--- src/rtl/alu_issue_queue.sv ---
// Collapsing, age-ordered ALU issue queue with PRF write-back wakeup snooping.
// Optional performance counters are compiled in with ALU_IQ_PERF_EN.

package alu_iq_pkg;
    localparam int IQ_PRF_AW = 6;

    typedef struct packed {
        logic                 valid;
        logic [3:0]           aluop;
        logic [IQ_PRF_AW-1:0] op0PAddr;
        logic [IQ_PRF_AW-1:0] op1PAddr;
        logic                 op0re;
        logic                 op1re;
        logic [IQ_PRF_AW-1:0] dstPAddr;
        logic                 dstwe;
        logic [31:0]          imm;
        logic [7:0]           tag;
    } UOPBundle;

    typedef struct packed {
        logic                 wen;
        logic [IQ_PRF_AW-1:0] rd;
        logic [31:0]          data;
    } PRFwInfo;
endpackage

module alu_issue_queue
    import alu_iq_pkg::*;
#(
    parameter int DEPTH  = 8,
    parameter int PRF_AW = IQ_PRF_AW
) (
    input  logic                     clk,
    input  logic                     rst,
    input  logic                     flush,
    input  logic                     enq_valid,
    output logic                     enq_ready,
    input  UOPBundle                 enq_uop,
    input  logic                     enq_src0_rdy,
    input  logic                     enq_src1_rdy,
    input  PRFwInfo                  wk0,
    input  PRFwInfo                  wk1,
    output logic                     iss_valid,
    input  logic                     iss_ready,
    output UOPBundle                 iss_uop,
    output logic [$clog2(DEPTH):0]   count
`ifdef ALU_IQ_PERF_EN
    ,
    output logic [31:0]              perf_full_cycles,
    output logic [31:0]              perf_stall_cycles
`endif
);

    localparam int IW = $clog2(DEPTH);
    localparam logic [IW:0] FULL_CNT = (IW+1)'(DEPTH);

    function automatic logic wake_hit(input PRFwInfo a, input PRFwInfo b,
                                      input logic [PRF_AW-1:0] paddr);
        return (a.wen && (a.rd == paddr)) || (b.wen && (b.rd == paddr));
    endfunction

    logic [IW:0]      count_reg, count_next;
    logic [DEPTH-1:0] v_reg, r0_reg, r1_reg;
    logic [DEPTH-1:0] v_next, r0_next, r1_next;
    UOPBundle         uop_reg  [DEPTH];
    UOPBundle         uop_next [DEPTH];
    logic             iss_valid_reg;
    UOPBundle         iss_uop_reg;

    logic [DEPTH-1:0] m0, m1, cand;
    // Wakeup-applied view of the entries plus an always-empty sentinel at DEPTH
    // so the top entry can shift in "nothing" during compaction.
    logic [DEPTH:0]   cur_v, cur_r0, cur_r1;
    UOPBundle         cur_uop [DEPTH+1];

    logic             has_cand;
    logic [IW-1:0]    sel_idx;
    logic             slot_load, deq, enq_fire;
    logic             enq_r0, enq_r1;
    logic [IW:0]      wr_idx;

    generate
        for (genvar gi = 0; gi < DEPTH; gi++) begin : g_entry
            assign m0[gi]      = wake_hit(wk0, wk1, uop_reg[gi].op0PAddr);
            assign m1[gi]      = wake_hit(wk0, wk1, uop_reg[gi].op1PAddr);
            assign cand[gi]    = v_reg[gi] & r0_reg[gi] & r1_reg[gi];
            assign cur_v[gi]   = v_reg[gi];
            assign cur_r0[gi]  = r0_reg[gi] | (v_reg[gi] & m0[gi]);
            assign cur_r1[gi]  = r1_reg[gi] | (v_reg[gi] & m1[gi]);
            assign cur_uop[gi] = uop_reg[gi];
        end
    endgenerate

    assign cur_v[DEPTH]   = 1'b0;
    assign cur_r0[DEPTH]  = 1'b0;
    assign cur_r1[DEPTH]  = 1'b0;
    assign cur_uop[DEPTH] = '0;

    // Oldest-first select on registered readiness; this cycle's wakeups count next cycle.
    always_comb begin
        has_cand = 1'b0;
        sel_idx  = '0;
        for (int i = DEPTH - 1; i >= 0; i--) begin
            if (cand[i]) begin
                has_cand = 1'b1;
                sel_idx  = IW'(i);
            end
        end
    end

    assign slot_load = !iss_valid_reg || iss_ready;
    assign deq       = slot_load && has_cand;
    assign enq_ready = (count_reg != FULL_CNT);
    assign enq_fire  = enq_valid && enq_ready && !flush;
    assign enq_r0    = enq_src0_rdy | ~enq_uop.op0re | wake_hit(wk0, wk1, enq_uop.op0PAddr);
    assign enq_r1    = enq_src1_rdy | ~enq_uop.op1re | wake_hit(wk0, wk1, enq_uop.op1PAddr);
    assign wr_idx    = count_reg - (IW+1)'(deq);
    assign count_next = count_reg + (IW+1)'(enq_fire) - (IW+1)'(deq);

    always_comb begin
        for (int i = 0; i < DEPTH; i++) begin
            int src;
            src = (deq && (IW'(i) >= sel_idx)) ? i + 1 : i;
            v_next[i]   = cur_v[src];
            r0_next[i]  = cur_r0[src];
            r1_next[i]  = cur_r1[src];
            uop_next[i] = cur_uop[src];
            if (enq_fire && (wr_idx == (IW+1)'(i))) begin
                v_next[i]   = 1'b1;
                r0_next[i]  = enq_r0;
                r1_next[i]  = enq_r1;
                uop_next[i] = enq_uop;
            end
        end
    end

    always_ff @(posedge clk) begin
        if (!rst) begin
            v_reg         <= '0;
            r0_reg        <= '0;
            r1_reg        <= '0;
            count_reg     <= '0;
            iss_valid_reg <= 1'b0;
            iss_uop_reg   <= '0;
        end else if (flush) begin
            v_reg         <= '0;
            r0_reg        <= '0;
            r1_reg        <= '0;
            count_reg     <= '0;
            iss_valid_reg <= 1'b0;
        end else begin
            v_reg     <= v_next;
            r0_reg    <= r0_next;
            r1_reg    <= r1_next;
            count_reg <= count_next;
            if (slot_load) begin
                iss_valid_reg <= has_cand;
                if (has_cand) begin
                    iss_uop_reg <= uop_reg[sel_idx];
                end
            end
        end
    end

    // Payload needs no reset: it is only observed through valid entries.
    always_ff @(posedge clk) begin
        uop_reg <= uop_next;
    end

    always_comb begin
        iss_uop       = iss_uop_reg;
        iss_uop.valid = iss_valid_reg;
    end

    assign iss_valid = iss_valid_reg;
    assign count     = count_reg;

    logic unused_bits;
    assign unused_bits = ^{wk0.data, wk1.data, iss_uop_reg.valid};

`ifdef ALU_IQ_PERF_EN
    logic [31:0] perf_full_reg, perf_stall_reg;

    always_ff @(posedge clk) begin
        if (!rst) begin
            perf_full_reg  <= '0;
            perf_stall_reg <= '0;
        end else begin
            if (count_reg == FULL_CNT) begin
                perf_full_reg <= perf_full_reg + 32'd1;
            end
            if (iss_valid_reg && !iss_ready) begin
                perf_stall_reg <= perf_stall_reg + 32'd1;
            end
        end
    end

    assign perf_full_cycles  = perf_full_reg;
    assign perf_stall_cycles = perf_stall_reg;
`endif

endmodule

--- config.mk ---
export PLATFORM = sky130hd
export DESIGN_NAME = alu_issue_queue
export DESIGN_NICKNAME = d
export VERILOG_FILES = /design/src/rtl/alu_issue_queue.sv
export SDC_FILE = /design/constraint.sdc
export NUM_CORES = 1
export LEC_CHECK = 0
export BUFFER_PORTS_ARGS = -buffer_cell sky130_fd_sc_hd__buf_2
export CORE_UTILIZATION = 30
export DETAILED_ROUTE_END_ITERATION = 12
export PLACE_DENSITY = 0.46
export SLEW_MARGIN = 10
export SYNTH_ARGS = -nofsm -noshare
export SYNTH_HDL_FRONTEND = slang
export SYNTH_SLANG_ARGS = --single-unit
--- constraint.sdc ---
create_clock -name clk -period 10.8 [get_ports clk]
set_clock_uncertainty 0.2 [all_clocks]
set_input_delay 2.16 -clock clk [delete_from_list [all_inputs] [get_ports clk]]
set_output_delay 2.16 -clock clk [all_outputs]
set_load 0.05 [all_outputs]
# After elaboration in Yosys (flattened, before gate mapping)
# Index checks and enable logic that the tools add are counted.
# word_totals
output_inout_bits,72
register_bits,622
elab_cells,465
in_bits,151
# op_classes
n_bitwise,65
reduce_logical,79
muxes,155
order_cmp,25
addsub,3
eq_ne,44
# ops
cell,count
$bmux W66 S4,8
$mux W66,24
$ge A32 B5 Y1 const B,8
$eq A6 B6 Y1,36
$bmux W66 S3,1
$mux W65,2
$not A3 Y32,4
$bmux W1 S4,24
$mux W1,84
$not A2 Y32,2
$logic_and A1 B1 Y1,55
$and A1 B1 Y1,32
$not A1 Y32,1
$not A4 Y32,1
$mux W3,9
$lt A3 B5 Y1 const B,4
$or A1 B1 Y1,20
$logic_or A1 B1 Y1,19
$eq A4 B3 Y1 const B,4
$ge A3 B3 Y1 const A,4
$lt A2 B5 Y1 const B,2
$eq A4 B2 Y1 const B,2
$sub A4 B1 Y4,2
$ge A1 B3 Y1 const A,2
other kinds (15),21

# Longest topological paths before layout
# Gate-level depths: netlist of the first run.
# logic_depth
depth_word,18
mapped_depth,14
mapped_depth_nobuf,12

# Worst setup path after synthesis of the first run
# No wires, ideal clock.
# synth_timing
kind,input to register
startpoint,input iss_ready
endpoint,"register uop_reg, in the netlist cur_uop[198], enable pin"
setup_time_ns,0.425
path_stages,10
arrival_time_ns,5.560
setup_slack_ns,4.616
cell_sequence,nand2b_1 -> o41ai_4 -> inv_1 -> ha_1 -> nand2b_1 -> and3b_1 -> nor4_2 -> nand3_1 -> clkbuf_1 -> nand2_1
# synth_between
elab_chain_len,9
elab_cells_between_ends,12
# synth_rtl
item,line_no,text
start: declaration,44,"input logic iss_ready,"
$logic_or A1 B1 Y1 (*),111,assign slot_load = !iss_valid_reg || iss_ready;
$logic_and A1 B1 Y1 (*),112,assign deq = slot_load && has_cand;
$logic_and A1 B1 Y1,123,src = (deq && (IW'(i) >= sel_idx)) ? i + 1 : i;
$mux W2,123,
$not A3 Y32 (implied by the code),127,uop_next[i] = cur_uop[src];
$bmux W66 S4,127,
$mux W66 (implied by the code) (2 in series),127,
$mux W66 (*),128,if (enq_fire && (wr_idx == (IW+1)'(i))) begin
end signal: assignment,167,uop_reg <= uop_next;
end: declaration,65,UOPBundle uop_reg [DEPTH];
# Mark *: on every way between the ends. The rest lies on a longest branch, timed or not. The select of a mux whose other input is x is not followed.
# A chain may end at the register's enable or synchronous reset.

# Final worst setup path of the first run
# layout_timing
startpoint,input iss_ready
endpoint,"register uop_reg, in the netlist cur_uop[552], enable pin"
# layout_between
elab_chain_len,9
elab_cells_between_ends,12
# layout_rtl
item,line_no
$logic_or A1 B1 Y1 (*),111
$logic_and A1 B1 Y1 (*),112
$logic_and A1 B1 Y1,123
$mux W1,123
$not A1 Y32 (implied by the code),127
$bmux W66 S4,127
$mux W66 (implied by the code) (2 in series),127
$mux W66 (*),128
# Marks and branches as above.

==> results of run 1 <==
==> kinds of logic (layout without fill, tap and decap cells) <==
family                   count (synthesis)  in the layout  synth area share [%]
XOR/XNOR                               220            220                 5.906
flip-flops                             614            614                 53.63
other                                    0              1                     0
AND/OR/NAND/NOR                        952            952                 13.57
buffers and inverters                  263            350                 3.452
multiplexers                           376            376                 12.94
AO/OA/AOI/OAI                          513            513                 10.09
adder cells (fa/ha/maj)                 10             10                0.4065
==> placed cells by master (no fill, tap or decap), types with 9 or more instances in the layout <==
cell type  synthesis  layout
clkbuf_16          0      73
clkbuf_1         154      20
buf_4              7      51
nor2_1            13       9
nor4_1            32      32
mux2i_1            9       9
nand2_1          497     491
o21ai_0          141     141
a221oi_1          65      65
mux2_1            26      26
nand3_1          222     218
and3_1            98      96
buf_2             80     156
dfxtp_1           94      94
a21oi_1          163     162
a32o_1            40      40
a31oi_1           53      52
clkinv_2           0      12
and2_1            32      30
nand4_1           24      24
edfxtp_1         520     520
ha_1               9       9
xnor2_1          111     111
clkinv_1           0      10
a41oi_1           12      12
mux2_2           341     341
xor2_1           109     109
==> path summary, 6_finish.rpt <==
kind	end	slack, ns	cells after the start
min reg2reg	iss_uop[44]$_SDFFE_PN0P_	0.31	2
min	iss_uop[44]$_SDFFE_PN0P_	0.31	2
max reg2reg	cur_uop[552]$_DFFE_PP_	4.84	13
max	cur_uop[552]$_DFFE_PP_	4.27	13
==> final cells by class <==
type,instances,area [um^2]
clock buffers,101,2012
flip-flops and latches,614,17500
inverters,7,26.28
fillers,10870,70450
multi-input cells,2071,14240
diodes,1,2.502
repair buffers,208,1184
well taps,1403,1755
clock inverters,34,334.1
==> stage by stage <==
step                hold WS (ns)  total power (uW)  util (%)
floorplan                 0.2782              2722         -
global placement          0.2944              2813     32.28
detailed placement        0.3009              2813     32.28
CTS                       0.3130              5279     34.46
global route              0.3317              5380     34.46
finish                    0.3084              5227     34.47
==> power by group through the flow <==
stage | logic (uW) | registers (uW) | clock network, uW
floorplan | 111 | 2610 | 0
global placement | 202 | 2610 | 0
detailed placement | 202 | 2610 | 0
CTS | 203 | 2560 | 2520
global route | 216 | 2560 | 2600
finish | 203 | 2560 | 2460
==> worst reg2reg max path: cells and delay by family, from the launching register on <==
kind / cells / cell delay [ns]
DFF: 1 / 0.34
AOI/OAI and AO/OA: 1 / 0.40
and+or+nand+nor: 7 / 3.12
buffers and inverters: 4 / 1.27
adders and majority gates: 1 / 0.20
==> routing by layer <==
layer  GRT usage (%)  up-vias
li1                -    11000
met1           30.82    12370
met2           34.28      959
met3           3.579      169
met4           6.284        8
met5               0        -
==> out/results.tsv, run 1 <==
stage	metric	value	unit
clocking	cts_made_buffers	73	
route	drt.antenna.violating_nets	0	
synthesis	synth_warnings	0	
route	m1WireLength	56.59	mm
clocking	clk_pin_slew_worst_paths	0.06	ns
finish	area_growth	13.57	%
synthesis	yosysTopAreaCellShare	47.86	%
die	die_h	331.8	um
synthesis	ys_async_sr_fraction	0	%
synthesis	synth.cell_area	32630	um^2
sta	setup_slack	4.269	ns
die	placementRows	120	
power_and_ir_drop	power_report.internal_total	4011	uW
sta	timing.final.crit_period	6.531	ns
finish	layout-drive-gt1-share	23.00	%
power_and_ir_drop	clockPowerShare	47.1	%
worst_setup_path	path_max_fanout	34	
die	floorplan.initialDensity	30.35	%
sta	fmax	153.1	MHz
synthesis	postSynthNetCount	3109	
clocking	clock_sinks	614	
power_and_ir_drop	combinationalPowerShare	3.9	%
power_and_ir_drop	switching_share	23.26	%
worst_setup_path	worstPathCellList	buf_2 > nand2b_1 > o41ai_4 > buf_4 > inv_1 > ha_1 > nand2b_1 > and3b_1 > nor3_1 > and4_4 > inv_1 > nand2_4 > buf_4	
finish	nNetsFinal	3136	
power_and_ir_drop	seq_power_share	49.0	%
route	routed-via-count	24510	
sta	timing.setup.tns	0	ns
route	dr.first_iter.drc_count	2493	
synthesis	post_synthesis_sequential_area_ratio	53.63	%
clocking	hold_buffers	0	
worst_setup_path	timing_startpoint_of_the_critical_path	iss_ready	
finish	final_design_area_no_fill	37050	um^2
grt	grt_pass1_vias	24220	
worst_setup_path	slowest_stage	and4_4	
worst_setup_path	worst_ep_arrival_time	6.60	ns
placement	port-buffer-count	157	
worst_hold_path	worst_hold_path_type	reg -> reg	
grt	grt_start_max_net_pins	137	
die	die_w	331.8	um
worst_setup_path	cpPeakStageDelay	0.72	ns
finish	largest_register_ff_count	520	
job	max_cap_viol_count	0	
synthesis	post_synth_num_cell_types	64	
sta	hold_viol	0	
clocking	clock_path_buffers	3	
worst_setup_path	worst_r2r_startpoint	r0_reg[4]$_SDFF_PP0_	
synthesis	synthFlopType	edfxtp_1	
synthesis	synth_edf_count	520	
synthesis	synthMostInstantiatedCell	edfxtp_1	
worst_setup_path	worstPathBufferInverterCount	5	
route	route.detailed.vias_per_inst	5.522	
placement	place.detailed.hpwl	69.05	mm
die	fp.dieArea	110100	um^2
placement	finalWeightedCongestion	0.8019	
placement	dp.cells	4303	
worst_setup_path	worstSetupEndpointType	flop	
route	detail_route.wl_per_cell	27.68	um
synthesis	synth_common_cells	edfxtp_1, nand2_1, mux2_2, nand3_1, a21oi_1	
power_and_ir_drop	static-leakage-power	0.01250	uW
worst_hold_path	hold_path.startpoint	iss_uop[44]$_SDFFE_PN0P_	
sta	post-route-period-util	60.48	%
synthesis	post_synth_inst_count	2948	
sta	worst_slew_margin_rel	22.60	%
grt	groute.usage.overall	21.84	%
die	io-pin-count	223	
worst_setup_path	critPathTopFamily	simple AND/OR/NAND/NOR gates	
worst_setup_path	critPathKind	in -> reg	
clocking	htree_num_levels	3	
power_and_ir_drop	powerDensity	141.1	nW/um^2
route	wl_met3	8.343	mm
die	fp.coreArea	107500	um^2
clocking	cts.root.buffer_cell	clkbuf_16	
sta	rsz0062_at_grt	no	
placement	pre_cts_ws	3.570	ns
finish	post_layout_nonfiller_instances	4439	
grt	antenna_violations_before_repair	11	
clocking	cts.repair.resized	0	
power_and_ir_drop	vdd_ir_drop_max	0.1019	mV
sta	slew_of_the_pin_with_the_lowest_slew_margin	1.161	ns
worst_setup_path	cp_data_required_time	10.87	ns
outcome	run_status	finished clean	
route	post_detailed_routing_wire_length	122.9	mm
grt	grt_first_pass_wirelength	177.1	mm
clocking	insertion_delay	0.67	ns
route	wl_met2	55.18	mm
clocking	post_cts_buffers	0	
worst_setup_path	critical_path.startpoint_type	primary input	
synthesis	synth.avg_cell_area	11.07	um^2
sta	pins_over_slew_limit	0	
route	detail_route.first_pass.iterations	6	
synthesis	library_cell_with_the_largest_summed_area_after_synthesis	edfxtp_1	
route	drcViolationCount	0	
grt	grt.overflow.total	0	
synthesis	yosys-top-cells-area	edfxtp_1, mux2_2, dfxtp_1, nand2_1, nand3_1	
sta	setup-violations-final	0	
placement	placed_cell_area	34700	um^2
power_and_ir_drop	net_load_switching_power	1216	uW
synthesis	synth.ff_latch_count	614	
clocking	tritoncts	done	
route	route.top_layer_used	met5	
No activity file was read; power rests on OpenSTA's default activity.
==> run 2, diff against run 1 <==
==> constraint.sdc (replaced) <==
create_clock -name clk -period 6.5 [get_ports clk]
set_clock_uncertainty 0.2 [all_clocks]
set_input_delay 1.3 -clock clk [delete_from_list [all_inputs] [get_ports clk]]
set_output_delay 1.3 -clock clk [all_outputs]
set_load 0.05 [all_outputs]
==> run 2 against run 1 <==
- first-iteration DRC count down 12%
- flip-flop and latch count unchanged
- cell count up 0.36%
- clock power up 68%
- critical path depth down 1
- clock-buffer cell count up 12
- combinational power up 67%
- hold slack better by 0.0054 ns
- utilization up 0.26 points
- largest power group unchanged
==> out/results.tsv, run 2 (same netlist as run 1, synthesis figures left out) <==
stage	metric	value	unit
outcome	run_status	finished clean	
power_and_ir_drop	static-leakage-power	0.01263	uW
sta	pins_over_slew_limit	0	
route	drt.antenna.violating_nets	0	
route	dr.first_iter.drc_count	2183	
clocking	clock_path_buffers	3	
sta	slew_of_the_pin_with_the_lowest_slew_margin	1.215	ns
grt	groute.usage.overall	22.22	%
grt	antenna_violations_before_repair	17	
die	die_w	331.8	um
route	route.detailed.vias_per_inst	5.519	
finish	most-common-layout-cells	edfxtp_1, nand2_1, mux2_2, nand3_1, a21oi_1	
sta	timing.setup.tns	0	ns
sta	setup-violations-final	0	
worst_hold_path	hold_path_end	iss_uop[62]$_SDFFE_PN0P_	
worst_hold_path	hold_path.startpoint	iss_uop[62]$_SDFFE_PN0P_	
sta	worst_slew_margin_rel	18.80	%
worst_setup_path	regToRegSetupSlack	1.53	ns
die	fp.dieArea	110100	um^2
finish	largest_register_ff_count	520	
clocking	post_cts_buffers	0	
route	drcViolationCount	0	
finish	layout-drive-gt1-share	23.41	%
placement	finalWeightedCongestion	0.8340	
finish	fillerInstances	10860	
clocking	cts.repair.resized	0	
worst_hold_path	worst_hold_path_type	reg -> reg	
worst_setup_path	worst_ep_arrival_time	5.03	ns
clocking	clk_pin_slew_worst_paths	0.06	ns
die	die_h	331.8	um
route	post_detailed_routing_wire_length	125.4	mm
die	placementRows	120	
clocking	tritoncts	done	
grt	grt_pass1_vias	24540	
die	floorplan.initialDensity	30.35	%
placement	port-buffer-count	157	
placement	place.detailed.hpwl	71.14	mm
clocking	htree_num_levels	3	
clocking	hold_buffers	0	
power_and_ir_drop	design_power_total	8721	uW
route	detail_route.first_pass.iterations	5	
worst_setup_path	cpPeakStageDelay	0.76	ns
worst_setup_path	critical_path.startpoint_type	flop	
power_and_ir_drop	powerDensity	233.6	nW/um^2
sta	hold_viol	0	
worst_setup_path	worstPathCellList	and3_1 > or2_4 > o41ai_4 > buf_4 > inv_1 > ha_1 > ha_1 > xnor2_1 > and4_4 > inv_1 > nand2_4 > buf_4	
route	routed-via-count	24590	
worst_setup_path	slowest_stage	and4_4	
worst_setup_path	critPathTopFamily	simple AND/OR/NAND/NOR gates	
clocking	clock_sinks	614	
die	io-pin-count	223	
finish	area_growth	14.44	%
sta	timing.final.crit_period	4.972	ns
grt	grt_first_pass_wirelength	179.8	mm
worst_setup_path	r2r.worst_path.cells	12	
worst_setup_path	critPathKind	reg -> reg	
worst_setup_path	worstPathBufferInverterCount	4	
die	fp.coreArea	107500	um^2
clocking	cts_made_buffers	73	
worst_hold_path	hold_path_depth	2	
power_and_ir_drop	vdd_ir_drop_max	0.1623	mV
grt	grt_start_max_net_pins	123	
sta	rsz0062_at_grt	no	
worst_setup_path	path_max_fanout	31	
sta	post-route-period-util	76.48	%
job	max_cap_viol_count	0	
worst_setup_path	worst_r2r_startpoint	r0_reg[4]$_SDFF_PP0_	
worst_setup_path	regToRegEndpoint	cur_uop[536]$_DFFE_PP_	
finish	nNetsFinal	3151	
route	detail_route.wl_per_cell	28.15	um
worst_setup_path	worstSetupEndpointType	flop	
clocking	insertion_delay	0.65	ns
grt	grt.overflow.total	0	
clocking	cts.root.buffer_cell	clkbuf_16	
sta	fmax	201.1	MHz
finish	final_common_cell	edfxtp_1	
worst_setup_path	cp_data_required_time	6.56	ns
==> run 2: cell count changes in the layout (fill, tap and decap cells not counted), moves of 3 or more <==
cell,delta
clkbuf_1,+4
clkinv_1,-5
buf_12,+12
clkbuf_8,+6
buf_4,+3
clkinv_2,-4
==> run 2: tightest hold or removal path, cell delays in order (launching register included) <==
cell     delay (ns)
dfxtp_1        0.31
a21oi_1        0.12
a21oi_1        0.04
==> run 2: worst max-delay path by stage <==
stage	cells after the start	start	endpoint	slack, ns
final	12	r0_reg[4]$_SDFF_PP0_	cur_uop[536]$_DFFE_PP_	1.53
after global routing	12	v_reg[4]$_SDFFE_PP0P_	cur_uop[528]$_DFFE_PP_	1.41
after CTS	12	r0_reg[4]$_SDFF_PP0_	cur_uop[537]$_DFFE_PP_	1.58
after detailed placement	13	iss_ready	cur_uop[485]$_DFFE_PP_	1.33
after global placement	13	iss_ready	cur_uop[486]$_DFFE_PP_	1.32
after floorplan	10	iss_ready	cur_uop[198]$_DFFE_PP_	1.18
==> run 2: cell type report <==
cell class                 instances  area, um^2  area share (%)
multi-input combinational       2071       14240           38.14
tap                             1403        1755           4.702
inverter                           7       26.28         0.07038
clock inverter                    22       205.2          0.5496
clock buffer                     113        2160           5.784
sequential                       614       17500           46.86
timing repair buffer             223        1446           3.874
antenna                            2       5.005         0.01340
==> run 2: where the power goes <==
part           internal (uW)  switching [uW]
sequential              4240            9.87
clock                   2380            1750
combinational            111             228
total                   6740            1990
==> run 2: metal layers <==
metal,vias up,GRT usage [%],routed length (um)
met5,-,0,122
li1,11040,-,-
met3,186,3.159,7603
met1,12430,30.44,56380
met2,906,36.44,58440
met4,18,6.116,2845
==> run 2: metrics by stage <==
stage                     area [um^2]  hold slack, ns  worst slack [ns]  utilization [%]  std cells
final                           37340          0.3139             1.528            34.73       4455
after global routing            37330          0.3277             1.410            34.73       4453
after CTS                       37330          0.3115             1.581            34.73       4453
after detailed placement        34970          0.2987             1.328            32.53       4318
after global placement          34970          0.2943             1.322            32.53       4318
after floorplan                 32630          0.2782             1.176                -       2948
==> run 3, diff against run 2 <==
--- a/config.mk
+++ b/config.mk
@@ -5,6 +5,7 @@
 export SDC_FILE = /design/constraint.sdc
 export NUM_CORES = 1
 export LEC_CHECK = 0
+export ABC_AREA = 1
 export BUFFER_PORTS_ARGS = -buffer_cell sky130_fd_sc_hd__buf_2
 export CORE_UTILIZATION = 30
 export DETAILED_ROUTE_END_ITERATION = 12
==> constraint.sdc (replaced) <==
create_clock -name clk -period 4.7 [get_ports clk]
set_clock_uncertainty 0.2 [all_clocks]
set_input_delay 0.94 -clock clk [delete_from_list [all_inputs] [get_ports clk]]
set_output_delay 0.94 -clock clk [all_outputs]
set_load 0.05 [all_outputs]
==> run 3 against run 2 <==
- cell count rose by 24%
- sequential share of layout area fell by 0.60 points
- clock power rose by 43%
- first-iteration DRC count rose by 43%
- largest power group is now clock
==> out/results.tsv, run 3 <==
stage	metric	value	unit
die	fp.dieArea	111500	um^2
synthesis	yosysTopAreaCellShare	47.25	%
synthesis	synthFlopType	edfxtp_1	
sta	setup-violations-final	0	
die	floorplan.initialDensity	30.32	%
die	die_w	333.9	um
clocking	cts.root.buffer_cell	clkbuf_16	
clocking	insertion_delay	0.66	ns
die	placementRows	121	
finish	final_common_cell	nand2_1	
worst_setup_path	critical_path.startpoint_type	flop	
clocking	clock_sinks	614	
synthesis	synth.avg_cell_area	8.200	um^2
route	drcViolationCount	0	
sta	pins_over_slew_limit	0	
worst_setup_path	slowest_stage	nor3_1	
clocking	htree_num_levels	3	
worst_setup_path	path_max_fanout	54	
synthesis	synth.cell_area	33050	um^2
synthesis	synth.ff_latch_count	614	
grt	grt_first_pass_wirelength	188.3	mm
synthesis	synthMostInstantiatedCell	nand2_1	
worst_setup_path	crit_path_frequent_cell	nand2_1	
job	max_cap_viol_count	0	
synthesis	synth_warnings	0	
worst_setup_path	worst_ep_arrival_time	3.88	ns
grt	grt_pass1_vias	27940	
sta	fmax	267.4	MHz
power_and_ir_drop	powerDensity	324.9	nW/um^2
finish	area_growth	14.44	%
sta	timing.final.crit_period	3.739	ns
synthesis	synthSimpleGateAreaFrac	23.06	%
route	dr.first_iter.drc_count	3121	
finish	nNetsFinal	4224	
placement	place.detailed.hpwl	71.20	mm
synthesis	post_synth_inst_count	4030	
synthesis	yosys-top-cells-area	edfxtp_1, nand2_1, nand3_1, o21ai_0, dfxtp_1	
route	detail_route.wl_per_cell	23.07	um
placement	port-buffer-count	157	
synthesis	synth_top_family_by_area	simple AND/OR/NAND/NOR gates	
synthesis	post_synthesis_sequential_area_ratio	52.94	%
route	route.detailed.vias_per_inst	5.234	
worst_setup_path	worstPathCellList	nand3_1 > nand2_1 > nor2_2 > a21oi_4 > ha_1 > ha_1 > inv_1 > nor3_1 > nand2_4 > nand2_1 > buf_4 > inv_2 > buf_12 > nand2_1 > o21ai_0	
synthesis	synth_compound_area_share	14.04	%
finish	layout-drive-gt1-share	9.087	%
placement	finalWeightedCongestion	0.8939	
clocking	tritoncts	done	
die	fp.coreArea	109000	um^2
sta	hold_viol	0	
clocking	cts.repair.resized	0	
route	detail_route.first_pass.iterations	6	
synthesis	post_synth_num_cell_types	40	
grt	grt.overflow.total	0	
synthesis	synth_edf_count	520	
worst_setup_path	cp_data_required_time	4.85	ns
synthesis	synth_common_cells	nand2_1, edfxtp_1, nand3_1, o21ai_0, inv_1	
worst_setup_path	critPathKind	reg -> reg	
finish	largest_register_ff_count	520	
grt	groute.usage.overall	22.52	%
sta	slew_of_the_pin_with_the_lowest_slew_margin	1.108	ns
sta	worst_slew_margin_rel	26.10	%
synthesis	synth_xor_area_share	1.007	%
grt	antenna_violations_before_repair	10	
clocking	cts_made_buffers	79	
power_and_ir_drop	vdd_ir_drop_max	0.2376	mV
worst_setup_path	cpPeakStageDelay	0.39	ns
sta	timing.setup.tns	0	ns
synthesis	library_cell_with_the_largest_summed_area_after_synthesis	edfxtp_1	
finish	most-common-layout-cells	nand2_1, edfxtp_1, nand3_1, o21ai_0, inv_1	
clocking	hold_buffers	0	
power_and_ir_drop	static-leakage-power	0.01518	uW
synthesis	ys_async_sr_fraction	0	%
synthesis	postSynthNetCount	4191	
outcome	run_status	finished clean	
worst_setup_path	worstSetupEndpointType	flop	
die	io-pin-count	223	
sta	rsz0062_at_grt	no	
route	post_detailed_routing_wire_length	127.9	mm
die	die_h	333.9	um
synthesis	synthMuxAreaShare	0	%
clocking	clk_pin_slew_worst_paths	0.06	ns
route	routed-via-count	29010	
sta	post-route-period-util	79.55	%
grt	grt_start_max_net_pins	165	
worst_hold_path	worst_hold_path_type	reg -> reg	
clocking	clock_path_buffers	3	
synthesis	synthAdderAreaFrac	0.4013	%
clocking	post_cts_buffers	0	
route	drt.antenna.violating_nets	0	
finish	final_core_utilization	34.69	%
[run 3: metrics by stage]
| stage | cells | instance area [um^2] | power, uW | hold WS, ns | worst slack (ns) |
|---|---|---|---|---|---|
| floorplan | 4030 | 33050 | 6255 | 0.2714 | 0.1928 |
| global placement | 5396 | 35370 | 6500 | 0.3169 | 0.7299 |
| detailed placement | 5396 | 35370 | 6500 | 0.3177 | 0.6838 |
| CTS | 5541 | 37810 | 12430 | 0.3186 | 0.9259 |
| global route | 5542 | 37820 | 12660 | 0.3563 | 0.7223 |
| finish | 5543 | 37820 | 12290 | 0.3181 | 0.9609 |
[run 3: layout make-up]
type | count | area, um^2
multi-input cells | 2720 | 12860
fillers | 11500 | 71190
clock inverters | 17 | 126.4
diodes | 2 | 5.005
inverters | 416 | 1572
well taps | 1414 | 1769
repair buffers | 232 | 1677
clock buffers | 128 | 2315
flip-flops and latches | 614 | 17500
[run 3: worst paths after layout]
path                                              from                      to  slack (ns)  depth (start not counted)
worst max-delay path               v_reg[1]$_SDFF_PP0_  cur_uop[226]$_DFFE_PP_        0.96                         15
worst min-delay path            cur_uop[306]$_DFFE_PP_  cur_uop[372]$_DFFE_PP_        0.32                          2
worst max register to register     v_reg[1]$_SDFF_PP0_  cur_uop[226]$_DFFE_PP_        0.96                         15
worst min register to register  cur_uop[306]$_DFFE_PP_  cur_uop[372]$_DFFE_PP_        0.32                          2
[run 3: power by group]
| part | leakage (uW) | total (uW) | internal [uW] | switching (uW) |
|---|---|---|---|---|
| combinational | 0.00840 | 510 | 130 | 379 |
| clock | 0.00118 | 5900 | 3420 | 2480 |
| sequential | 0.00560 | 5880 | 5870 | 12.4 |
| total | 0.0152 | 12300 | 9420 | 2870 |
[run 3: layer usage]
layer / vias to the layer above / global-route usage [%] / wire [um]
met3: 248 / 3.641 / 9011
met1: 13900 / 29.55 / 54720
met4: 12 / 7.476 / 4132
met2: 1161 / 37.57 / 59950
li1: 13700 / - / -
met5: - / 0 / 67
[run 3: cells by family (layout without fill, tap and decap cells)]
| group | after synthesis | in the layout |
|---|---|---|
| buffers and inverters | 696 | 793 |
| DFF | 614 | 614 |
| and+or+nand+nor | 1832 | 1832 |
| xor gates and xnor gates | 38 | 38 |
| adders and majority gates | 10 | 10 |
| AOI/OAI and AO/OA | 840 | 840 |
| other | 0 | 2 |
[run 3: critical path: cells and delay by family, from the launching register on]
| kind | cells | cell delay (ns) |
|---|---|---|
| flops | 1 | 0.34 |
| simple gates | 7 | 1.47 |
| compound gates | 2 | 0.20 |
| fa+ha+maj | 2 | 0.50 |
| buf+inv | 4 | 0.68 |
